### src/rtl/iic_reg_access_if.sv
// Register-port bus between the transaction sequencer and iic_core.
// The master side drives strobes and address/data; the slave side returns readdata.
interface iic_reg_access_if;
  logic [3:0]  m_address;
  logic        m_chipselect;
  logic        m_write;
  logic [31:0] m_writedata;
  logic        m_read;
  logic [31:0] m_readdata;

  modport master (
    output m_address, m_chipselect, m_write, m_writedata, m_read,
    input  m_readdata
  );

  modport slave (
    input  m_address, m_chipselect, m_write, m_writedata, m_read,
    output m_readdata
  );
endinterface

### src/rtl/iic_reg_access.sv
// iic_reg_access: expands one I2C register read/write request into the iic_core command
// sequence (SCL setup, START, WRITE, READ, STOP), polling busy and checking ACK per byte.
module iic_reg_access #(
  parameter logic [7:0]  SCL_PERIOD = 8'd63,
  parameter int          GUARD_CYC  = 3,
  parameter logic [15:0] POLL_LIMIT = 16'hFFFF
) (
  input  logic             clk,
  input  logic             rst,
  input  logic             req,
  input  logic             rnw,
  input  logic [6:0]       dev_addr,
  input  logic [7:0]       reg_addr,
  input  logic [7:0]       wdata,
  output logic             busy,
  output logic             done,
  output logic             err,
  output logic [7:0]       rdata,
  iic_reg_access_if.master bus
);

  localparam logic [1:0] OP_WRITE = 2'b00;
  localparam logic [1:0] OP_START = 2'b01;
  localparam logic [1:0] OP_STOP  = 2'b10;
  localparam logic [1:0] OP_READ  = 2'b11;
  localparam logic [7:0] GUARD_LOAD = 8'(GUARD_CYC - 1);

  typedef enum logic [2:0] {
    S_IDLE  = 3'd0,
    S_CFG   = 3'd1,
    S_ISSUE = 3'd2,
    S_GUARD = 3'd3,
    S_POLL  = 3'd4,
    S_CHK   = 3'd5,
    S_DONE  = 3'd6
  } state_t;

  // Command word {op, byte} for a given step of the write or read sequence.
  function automatic logic [9:0] step_word(input logic rd, input logic [2:0] idx,
                                           input logic [6:0] dev, input logic [7:0] ra,
                                           input logic [7:0] wd);
    logic [9:0] w;
    w = {OP_STOP, 8'h00};
    if (rd) begin
      case (idx)
        3'd0, 3'd3: w = {OP_START, 8'h00};
        3'd1:       w = {OP_WRITE, dev, 1'b0};
        3'd2:       w = {OP_WRITE, ra};
        3'd4:       w = {OP_WRITE, dev, 1'b1};
        3'd5:       w = {OP_READ, 8'h01};
        default:    w = {OP_STOP, 8'h00};
      endcase
    end else begin
      case (idx)
        3'd0:    w = {OP_START, 8'h00};
        3'd1:    w = {OP_WRITE, dev, 1'b0};
        3'd2:    w = {OP_WRITE, ra};
        3'd3:    w = {OP_WRITE, wd};
        default: w = {OP_STOP, 8'h00};
      endcase
    end
    return w;
  endfunction

  state_t      state_q, state_d;
  logic [2:0]  step_q, step_d;
  logic [7:0]  guard_cnt_q, guard_cnt_d;
  logic [15:0] poll_cnt_q, poll_cnt_d;
  logic        cfg_pend_q, cfg_pend_d;
  logic        rnw_q, rnw_d;
  logic [6:0]  dev_q, dev_d;
  logic [7:0]  reg_q, reg_d;
  logic [7:0]  wdata_q, wdata_d;
  logic        busy_q, busy_d;
  logic        done_q, done_d;
  logic        err_q, err_d;
  logic [7:0]  rdata_q, rdata_d;
  logic [3:0]  m_address_q, m_address_d;
  logic        m_chipselect_q, m_chipselect_d;
  logic        m_write_q, m_write_d;
  logic [31:0] m_writedata_q, m_writedata_d;
  logic        m_read_q, m_read_d;

  logic [9:0]  cur_word_s;
  logic [1:0]  cur_op_s;
  logic [2:0]  last_step_s;
  logic [16:0] poll_inc_s;
  logic        rd_busy_s, rd_ack_s;
  logic [7:0]  rd_data_s;
  logic        unused_readdata;

  assign cur_word_s      = step_word(rnw_q, step_q, dev_q, reg_q, wdata_q);
  assign cur_op_s        = cur_word_s[9:8];
  assign last_step_s     = rnw_q ? 3'd6 : 3'd4;
  assign poll_inc_s      = {1'b0, poll_cnt_q} + 17'd1;
  assign rd_busy_s       = bus.m_readdata[8];
  assign rd_ack_s        = bus.m_readdata[10];
  assign rd_data_s       = bus.m_readdata[7:0];
  assign unused_readdata = ^{bus.m_readdata[31:11], bus.m_readdata[9]};

  // Next-state sequencing, then bus strobes derived from the state being entered.
  always_comb begin
    state_d     = state_q;
    step_d      = step_q;
    guard_cnt_d = guard_cnt_q;
    poll_cnt_d  = poll_cnt_q;
    cfg_pend_d  = cfg_pend_q;
    rnw_d       = rnw_q;
    dev_d       = dev_q;
    reg_d       = reg_q;
    wdata_d     = wdata_q;
    err_d       = err_q;
    rdata_d     = rdata_q;

    case (state_q)
      S_IDLE: begin
        if (req) begin
          state_d = S_CFG;
          rnw_d   = rnw;
          dev_d   = dev_addr;
          reg_d   = reg_addr;
          wdata_d = wdata;
          err_d   = 1'b0;
          step_d  = 3'd0;
        end else begin
          state_d = S_IDLE;
        end
      end
      S_CFG: begin
        state_d     = S_GUARD;
        guard_cnt_d = GUARD_LOAD;
        poll_cnt_d  = 16'd0;
        cfg_pend_d  = 1'b1;
      end
      S_ISSUE: begin
        state_d     = S_GUARD;
        guard_cnt_d = GUARD_LOAD;
        poll_cnt_d  = 16'd0;
      end
      S_GUARD: begin
        if (guard_cnt_q == 8'd0) begin
          state_d = S_POLL;
        end else begin
          guard_cnt_d = guard_cnt_q - 8'd1;
        end
      end
      S_POLL: begin
        state_d = S_CHK;
      end
      S_CHK: begin
        if (rd_busy_s) begin
          // Timeout abandons the bus without STOP; the core's own reset recovers it.
          if (poll_inc_s == {1'b0, POLL_LIMIT}) begin
            err_d   = 1'b1;
            state_d = S_DONE;
          end else begin
            poll_cnt_d = poll_inc_s[15:0];
            state_d    = S_POLL;
          end
        end else if (cfg_pend_q) begin
          cfg_pend_d = 1'b0;
          state_d    = S_ISSUE;
        end else if ((cur_op_s == OP_WRITE) && rd_ack_s) begin
          err_d   = 1'b1;
          step_d  = last_step_s;
          state_d = S_ISSUE;
        end else begin
          if (cur_op_s == OP_READ) begin
            rdata_d = rd_data_s;
          end else begin
            rdata_d = rdata_q;
          end
          if (step_q == last_step_s) begin
            state_d = S_DONE;
          end else begin
            step_d  = step_q + 3'd1;
            state_d = S_ISSUE;
          end
        end
      end
      S_DONE: begin
        state_d = S_IDLE;
      end
      default: begin
        state_d = S_IDLE;
      end
    endcase

    m_write_d      = (state_d == S_CFG) || (state_d == S_ISSUE);
    m_read_d       = (state_d == S_POLL);
    m_chipselect_d = m_write_d || m_read_d;
    // Address 1 is held through the cycle after the SCL setup strobe.
    if ((state_d == S_CFG) || (state_q == S_CFG)) begin
      m_address_d = 4'd1;
    end else begin
      m_address_d = 4'd0;
    end
    if (state_d == S_CFG) begin
      m_writedata_d = {24'h000000, SCL_PERIOD};
    end else if (state_d == S_ISSUE) begin
      m_writedata_d = {22'h000000, step_word(rnw_d, step_d, dev_d, reg_d, wdata_d)};
    end else begin
      m_writedata_d = 32'h00000000;
    end
    busy_d = (state_d != S_IDLE) && (state_d != S_DONE);
    done_d = (state_d == S_DONE);
  end

  // Sequencer state and registered outputs; all flops clear on asynchronous reset.
  always_ff @(posedge clk or posedge rst) begin
    if (rst) begin
      state_q        <= S_IDLE;
      step_q         <= 3'd0;
      guard_cnt_q    <= 8'd0;
      poll_cnt_q     <= 16'd0;
      cfg_pend_q     <= 1'b0;
      rnw_q          <= 1'b0;
      dev_q          <= 7'd0;
      reg_q          <= 8'd0;
      wdata_q        <= 8'd0;
      busy_q         <= 1'b0;
      done_q         <= 1'b0;
      err_q          <= 1'b0;
      rdata_q        <= 8'd0;
      m_address_q    <= 4'd0;
      m_chipselect_q <= 1'b0;
      m_write_q      <= 1'b0;
      m_writedata_q  <= 32'h00000000;
      m_read_q       <= 1'b0;
    end else begin
      state_q        <= state_d;
      step_q         <= step_d;
      guard_cnt_q    <= guard_cnt_d;
      poll_cnt_q     <= poll_cnt_d;
      cfg_pend_q     <= cfg_pend_d;
      rnw_q          <= rnw_d;
      dev_q          <= dev_d;
      reg_q          <= reg_d;
      wdata_q        <= wdata_d;
      busy_q         <= busy_d;
      done_q         <= done_d;
      err_q          <= err_d;
      rdata_q        <= rdata_d;
      m_address_q    <= m_address_d;
      m_chipselect_q <= m_chipselect_d;
      m_write_q      <= m_write_d;
      m_writedata_q  <= m_writedata_d;
      m_read_q       <= m_read_d;
    end
  end

  assign busy             = busy_q;
  assign done             = done_q;
  assign err              = err_q;
  assign rdata            = rdata_q;
  assign bus.m_address    = m_address_q;
  assign bus.m_chipselect = m_chipselect_q;
  assign bus.m_write      = m_write_q;
  assign bus.m_writedata  = m_writedata_q;
  assign bus.m_read       = m_read_q;

endmodule

### src/flat_wrapper.sv
// flat-port wrapper written by rule: the top's interface ports become plain ports
module iic_reg_access_flat 
#(
  parameter logic [7:0]  SCL_PERIOD = 8'd63,
  parameter int          GUARD_CYC  = 3,
  parameter logic [15:0] POLL_LIMIT = 16'hFFFF
)
  (clk, rst, req, rnw, dev_addr, reg_addr, wdata, busy, done, err, rdata, bus_m_address, bus_m_chipselect, bus_m_write, bus_m_writedata, bus_m_read, bus_m_readdata);
  iic_reg_access_if bus_i ();
  input  logic clk;
  input  logic rst;
  input  logic req;
  input  logic rnw;
  input  logic [6:0] dev_addr;
  input  logic [7:0] reg_addr;
  input  logic [7:0] wdata;
  output logic busy;
  output logic done;
  output logic err;
  output logic [7:0] rdata;
  output wire logic [$bits(bus_i.m_address)-1:0] bus_m_address;
  output wire logic [$bits(bus_i.m_chipselect)-1:0] bus_m_chipselect;
  output wire logic [$bits(bus_i.m_write)-1:0] bus_m_write;
  output wire logic [$bits(bus_i.m_writedata)-1:0] bus_m_writedata;
  output wire logic [$bits(bus_i.m_read)-1:0] bus_m_read;
  input wire logic [$bits(bus_i.m_readdata)-1:0] bus_m_readdata;
  assign bus_m_address = bus_i.m_address;
  assign bus_m_chipselect = bus_i.m_chipselect;
  assign bus_m_write = bus_i.m_write;
  assign bus_m_writedata = bus_i.m_writedata;
  assign bus_m_read = bus_i.m_read;
  assign bus_i.m_readdata = bus_m_readdata;
  iic_reg_access #(.SCL_PERIOD(SCL_PERIOD), .GUARD_CYC(GUARD_CYC), .POLL_LIMIT(POLL_LIMIT)) u_core (.clk(clk), .rst(rst), .req(req), .rnw(rnw), .dev_addr(dev_addr), .reg_addr(reg_addr), .wdata(wdata), .busy(busy), .done(done), .err(err), .rdata(rdata), .bus(bus_i));
endmodule
### config.mk
export PLATFORM = sky130hd
export DESIGN_NAME = iic_reg_access_flat
export DESIGN_NICKNAME = d
export VERILOG_FILES = /design/src/rtl/iic_reg_access_if.sv /design/src/rtl/iic_reg_access.sv /design/src/flat_wrapper.sv
export SDC_FILE = /design/constraint.sdc
export NUM_CORES = 1
export LEC_CHECK = 0
export CAP_MARGIN = 20
export CORE_MARGIN = 2
export CORE_UTILIZATION = 50
export DETAILED_ROUTE_END_ITERATION = 6
export PLACE_DENSITY = 0.81
export SETUP_SLACK_MARGIN = 0.5
export SLEW_MARGIN = 20
export SYNTH_ARGS = -nofsm -noshare
export SYNTH_HDL_FRONTEND = slang
export SYNTH_SLANG_ARGS = --single-unit
### constraint.sdc
create_clock -name clk -period 3.3 [get_ports clk]
set_clock_uncertainty 0.2 [all_clocks]
set_input_delay 0.66 -clock clk [delete_from_list [all_inputs] [get_ports clk]]
set_output_delay 0.66 -clock clk [all_outputs]
set_load 0.005 [all_outputs]
==> results of run 1 <==
## power by group through the flow
stage | Clock (mW) | Combinational [mW] | Sequential, mW
after global placement | 0 | 1.03 | 1.38
after floorplan | 0 | 0.833 | 1.32
after CTS | 0.665 | 1.21 | 1.38
after global routing | 0.711 | 1.43 | 1.42
after detailed placement | 0 | 1.08 | 1.40
final | 0.649 | 1.30 | 1.39
## state kept, by name (all words and copies together), names as in the netlist, 3 cells and up
register,flops
u_core.bus.m_writedata,10
u_core.dev_q,7
u_core.guard_cnt_q,8
u_core.poll_cnt_q,16
u_core.rdata,8
u_core.reg_q,8
u_core.state_q,3
u_core.step_q,3
u_core.wdata_q,8
## per-layer routing
metal	global-route usage	wire, um	share of wire
met3	0.0439	716	0.066
met4	0.0823	207	0.019
met1	0.278	4320	0.40
met5	0	0	0
met2	0.399	5640	0.52
## timing repair
action / in CTS / in global routing
pin swaps: 17 / 15
endpoints found under the setup margin: 23 / 31
endpoints found under the hold margin: 0 / 0
resized for setup: 30 / 26
setup buffers: 11 / 5
## through the flow
step / power (mW) / cells
after detailed placement: 2.47 / 638
after global routing: 3.56 / 670
after floorplan: 2.16 / 485
after global placement: 2.41 / 638
final: 3.34 / 670
after CTS: 3.25 / 665
## how the worst max path moves through the flow
stage / end / from / cells past startpoint
floorplan: u_core.bus.m_writedata[6]$_DFF_PP0_ / u_core.step_q[1]$_DFF_PP0_ / 12
global placement: u_core.bus.m_writedata[6]$_DFF_PP0_ / req / 8
detailed placement: u_core.bus.m_writedata[3]$_DFF_PP0_ / bus_m_readdata[8] / 10
CTS: u_core.bus.m_writedata[4]$_DFF_PP0_ / u_core.step_q[1]$_DFF_PP0_ / 10
global route: u_core.bus.m_writedata[6]$_DFF_PP0_ / u_core.step_q[0]$_DFF_PP0_ / 10
finish: u_core.bus.m_writedata[6]$_DFF_PP0_ / u_core.step_q[0]$_DFF_PP0_ / 10
## area by class of cell
class | count | share of cell area
Timing Repair Buffer | 103 | 0.170
Inverter | 34 | 0.0245
Multi-Input combinational cell | 329 | 0.402
Tap cell | 108 | 0.0236
Clock buffer | 11 | 0.0247
Clock inverter | 5 | 0.00568
Sequential cell | 80 | 0.350
## placed cells by master (no fill, tap or decap), types with 8 or more instances in the layout
cell type,n
a21oi_1,9
nand3_1,22
nor3_1,8
dfrtp_1,76
o21ai_0,24
mux2i_1,17
xor2_1,9
nand2_1,53
mux2_2,10
nor2_1,31
buf_6,9
clkbuf_8,10
buf_4,32
inv_1,29
conb_1,25
clkdlybuf4s50_1,61
## cell families after synthesis
kind of cell	after synthesis	synth area share
and+or+nand+nor	161	0.184
AOI/OAI and AO/OA	93	0.151
DFF	80	0.456
buffers and inverters	76	0.0901
muxes	29	0.0695
xor gates and xnor gates	13	0.0259
adders and majority gates	8	0.0228
other	1	0.000854
## worst max-delay path: stages (launching register included)
cell     delay [ps]
dfrtp_2         460
ha_4            180
ha_4            150
or4_4           470
o311a_4         150
buf_6           130
a32oi_4         250
o31ai_4         120
o32a_1          430
or3_1           390
a21oi_2         160
==> impl_results.md, run 1 <==
* CTS tree: done
* Int Pwr at about 2.1 mW
* Reg2reg path depth at 10
* Area Overhead vs Synth at 30.5%
* Count leader, synth: dfrtp_1
* Post-synthesis sequential area ratio at 0.456
* Fmax at 316 MHz
* Input/output buffers at 61
* Clk buf depth at 2
* Psw at 1.26 mW
* CTS buffer count at 9
* Starting density of the core at 0.508
* Area leader, netlist: dfrtp_1
* Hold Buf Count CTS at 0
* WL/cell at 16.2 um
* # rows at 34
* Final ANT Viol Nets at 0
* Clock power frac at 0.194
* Cells after Synth at between 400 and 500
* Final instance area at between 5000 and 6000 um2
* WHS Endpoint: u_core.wdata_q[2]$_DFF_PP0_
* Placed Instance Area at 5210 um2
* Storage element area at 2010 um2
* Share of layout cells above drive strength 1 at 0.221
* # diodes at 0
* Ys flop type: dfrtp_1
* Hold_sp: u_core.wdata_q[2]$_DFF_PP0_
* Final #Nets at 624
* Power per Cell Area at about 600 nW/um2
* H-tree Lvls at 3
* Switching fraction of total power at 0.377
* Total core area at 8640 um2
* RSZ-0062 raised after global routing: yes
* Syn Area/Cell at 9.52 um2
* Initial DRC count at 227
* YS warnings at 0
* Fin util at 0.663
* Post-synth cell types at 65
* Slew HR at 0.615
* Hold Vio Cnt, Final at 0
* Filler cells at 635
* Setup ws final at roughly 140 ps
* Sequential share of power at 0.418
* Max rail drop VDD at 0.341 mV
* Tcrit/Tclk final at 0.958
* Arrival time at the worst endpoint at 3240 ps
* Post-synth EDFFs at 0
* Area of the multi-input gates at about 2300 um2
* Gate power share at 0.388
* Pins Over Slew Limit at 0
* Worst slew pin tran at about 570 ps
* Worst-path clk slew at 80 ps
* Critical path peak fanout at 4
* Dpl hpwl at slightly above 7000 um
* First-pass GRT wire length at around 18000 um
* Vias in the first global route at 3852
* Clock Latency Late Sink at 350 ps
* Yosys reg bits at 80
* Crit start category: flip-flop
* Post-synth ARST share at 1.00
* Clk sink count at 80
* Most instantiated cells after synthesis: 80 x dfrtp_1, 53 x nand2_1, 33 x inv_1
* Crit path capture type: flip-flop
* Antenna violations before repair at 0
* Vias at 3857
* Outcome: finished, violations left
* Critical R2R Capture: u_core.bus.m_writedata[6]$_DFF_PP0_
* DR vias/cell at roughly 5.8
* WP data required at 3380 ps
* Largest net degree at the start of global routing at 38
* Worst reg2reg startpoint: u_core.step_q[0]$_DFF_PP0_
* Worst hold path stage count at 2
* Total GRT Usage at 0.227
* First-pass DRT Iterations at 7
* Remaining DRCs at 1
* Reg2reg setup slack at 140 ps
* Violated checks: DRC
* Cell leakage power at 2.55 nW
* Full die area at approximately 9500 um2
* Setup WS pre-CTS at 59.2 ps
* Ranking of synthesized cells by area: dfrtp_1 46%, nand2_1 4.5%, buf_4 4.3%
* Die width at about 98 um
* Hold Slack at 284 ps
* Synth top area share at 0.456
* Hold Crit Class: flip-flop to flip-flop
* # IOs at 109
* Setup tns final at 0 ps
* Post-Route WL at 10900 um
* Overflow after GRT at 0
* Final setup violation count at 0
* CP Class: flip-flop to flip-flop
* Die Y at 97.7 um
* Mapped cell area at 4390 um2
* Max-Cap Viols at 0
* Gp weighted congestion at 0.895
* Post-layout min period at 3160 ps
* Root Driver: clkbuf_8
Note: power is estimated with default switching activity, not from simulation.
==> inputs of run 2 (changes only) <==
--- a/config.mk
+++ b/config.mk
@@ -11,7 +11,6 @@
 export DETAILED_ROUTE_END_ITERATION = 6
 export PLACE_DENSITY = 0.81
 export SETUP_SLACK_MARGIN = 0.5
-export SLEW_MARGIN = 20
 export SYNTH_ARGS = -nofsm -noshare
 export SYNTH_HDL_FRONTEND = slang
 export SYNTH_SLANG_ARGS = --single-unit
==> results of run 2 <==
The final DEF is identical to that of run 1; final timing and power are the same.
==> inputs of run 3 (changes only) <==
--- a/config.mk
+++ b/config.mk
@@ -10,7 +10,7 @@
 export CORE_UTILIZATION = 50
 export DETAILED_ROUTE_END_ITERATION = 6
 export PLACE_DENSITY = 0.81
-export SETUP_SLACK_MARGIN = 0.5
+export SETUP_SLACK_MARGIN = 0.1
 export SYNTH_ARGS = -nofsm -noshare
 export SYNTH_HDL_FRONTEND = slang
 export SYNTH_SLANG_ARGS = --single-unit
==> run 3 against run 2 <==
  * The run now ends clean
  * Fmax fell by 0.40%
  * Critical path type unchanged
  * First-iteration DRC count shrank 24%
  * Design area decreased by 5.1%
  * Die area unchanged
==> impl_results.md, run 3 (same netlist as run 1, synthesis figures left out) <==
* Largest net degree at the start of global routing at 36
* Gate power share at 0.356
* Final #Nets at slightly above 600
* Share of layout cells above drive strength 1 at 0.153
* Hold Crit Class: flip-flop to flip-flop
* Crit start category: flip-flop
* Dpl hpwl at 7280 um
* Switching fraction of total power at 0.378
* Input/output buffers at 61
* Root Driver: clkbuf_8
* Total core area at ~8600 um2
* Clk sink count at 80
* Post-Route WL at a little over 10000 um
* Critical path peak fanout at 5
* Most frequent cells in the layout: 80 x dfrtp_1, 61 x clkdlybuf4s50_1, 53 x nand2_1, 32 x nor2_1, 31 x inv_1
* Full die area at 9550 um2
* Worst slew pin tran at 651 ps
* CP Class: flip-flop to flip-flop
* Worst-path clk slew at 90 ps
* WP data required at ~3400 ps
* Die Y at 97.7 um
* Sequential share of power at 0.434
* Psw at between 1 and 1.5 mW
* Remaining DRCs at 0
* Starting density of the core at 0.508
* Hold Slack at 285 ps
* Tcrit/Tclk final at 0.961
* Final ANT Viol Nets at 0
* Fmax at 315 MHz
* First-pass DRT Iterations at 4
* First-pass GRT wire length at 16800 um
* WL/cell at approximately 16 um
* Slew HR at 0.566
* Gp weighted congestion at approximately 0.85
* Placed cells at 640
* Vias in the first global route at 3570
* Initial DRC count at 172
* Max reg flops at 16
* Max-Cap Viols at 0
* RSZ-0062 raised after global routing: no
* Commonest non-fill, non-tap cell in the layout: dfrtp_1
* Hold Vio Cnt, Final at 0
* Max rail drop VDD at 0.336 mV
* # rows at 34
* Fin util at 0.630
* Area Overhead vs Synth at 23.9%
* Non-Filler Instances at 658
* Pins Over Slew Limit at 0
* Outcome: complete, no violations
* Antenna violations before repair at 0
* Int Pwr at 1.98 mW
* # IOs at 109
* Clock power frac at 0.210
* H-tree Lvls at 3
* Crit path capture type: flip-flop
* Hold Buf Count CTS at 0
* Cell leakage power at 2.44 nW
* Clock Latency Late Sink at 360 ps
* DR vias/cell at 5.57
* # diodes at 0
* CTS tree: done
* Overflow after GRT at 0
* Final setup violation count at 0
* Vias at 3667
* Biggest register: u_core.poll_cnt_q
* CTS buffer count at 9
* Clk buf depth at 2
* Post-layout min period at between 3000 and 4000 ps
* Die width at roughly 98 um
* Power per Cell Area at 585 nW/um2
* Arrival time at the worst endpoint at 3280 ps
* Total GRT Usage at 0.217
[run 3: changes by cell type in the layout (fill, tap and decap cells not counted), moves of 4 or more]
cell | before | now
dfrtp_2 | 4 | 0
dfrtp_1 | 76 | 80
buf_6 | 9 | 1
o21ai_0 | 24 | 29
o21ai_2 | 5 | 0
buf_4 | 32 | 28
[run 3: stage by stage]
| step | worst slack (ps) | setup TNS, ps | cell area, um2 | power (mW) |
|---|---|---|---|---|
| floorplan | 267 | 0 | 4480 | 2.14 |
| global placement | -160 | -762 | 5180 | 2.40 |
| detailed placement | -143 | -665 | 5180 | 2.46 |
| CTS | 106 | 0 | 5380 | 3.14 |
| global route | 21.6 | 0 | 5440 | 3.39 |
| finish | 127 | 0 | 5440 | 3.18 |
[run 3: worst max-delay path, cell delays in order (launching register included)]
cell and delay [ps]:
dfrtp_1 430, ha_2 190, ha_2 200, or4_1 500, o311a_4 170, and2_4 200
o31ai_4 300, or3b_4 430, buf_4 170, o22ai_2 170, a221o_1 160
[run 3: path summary, 6_finish.rpt]
path	start	slack, ps	endpoint	cells past startpoint
worst max-delay path	u_core.step_q[1]$_DFF_PP0_	130	u_core.bus.m_writedata[3]$_DFF_PP0_	10
worst min-delay path	u_core.wdata_q[2]$_DFF_PP0_	280	u_core.wdata_q[2]$_DFF_PP0_	2
worst max register to register	u_core.step_q[1]$_DFF_PP0_	130	u_core.bus.m_writedata[3]$_DFF_PP0_	10
worst min register to register	u_core.wdata_q[2]$_DFF_PP0_	280	u_core.wdata_q[2]$_DFF_PP0_	2
max in group asynchronous	rst	1710	u_core.poll_cnt_q[15]$_DFFE_PP0P_	3
min in group asynchronous	rst	480	u_core.dev_q[0]$_DFF_PP0_	2
[run 3: repair_timing]
item / CTS / global route
resized for setup: 4 / 11
setup buffers: 1 / 1
setup endpoints to repair: 6 / 6
pin swaps: 1 / 4
[run 3: layer usage]
| layer | vias up | wire length [um] | track usage |
|---|---|---|---|
| met3 | 16 | 595 | 0.0374 |
| met1 | 1797 | 4280 | 0.289 |
| met4 | 0 | 163 | 0.0769 |
| met2 | 114 | 5170 | 0.361 |
| li1 | 1740 | - | - |
| met5 | - | 0 | 0 |
[run 3: cell type report]
cell class	instances	area [um2]
inverter	34	131
sequential	80	2000
tap	108	135
multi-input combinational	329	2140
timing repair buffer	91	852
clock buffer	9	124
fill	732	3200
clock inverter	7	53.8
[run 3: power groups by stage]
stage / Sequential (mW) / Clock [mW] / Combinational, mW
global route: 1.41 / 0.723 / 1.26
global placement: 1.38 / 0 / 1.02
detailed placement: 1.39 / 0 / 1.07
CTS: 1.37 / 0.674 / 1.09
finish: 1.38 / 0.667 / 1.13
floorplan: 1.32 / 0 / 0.813
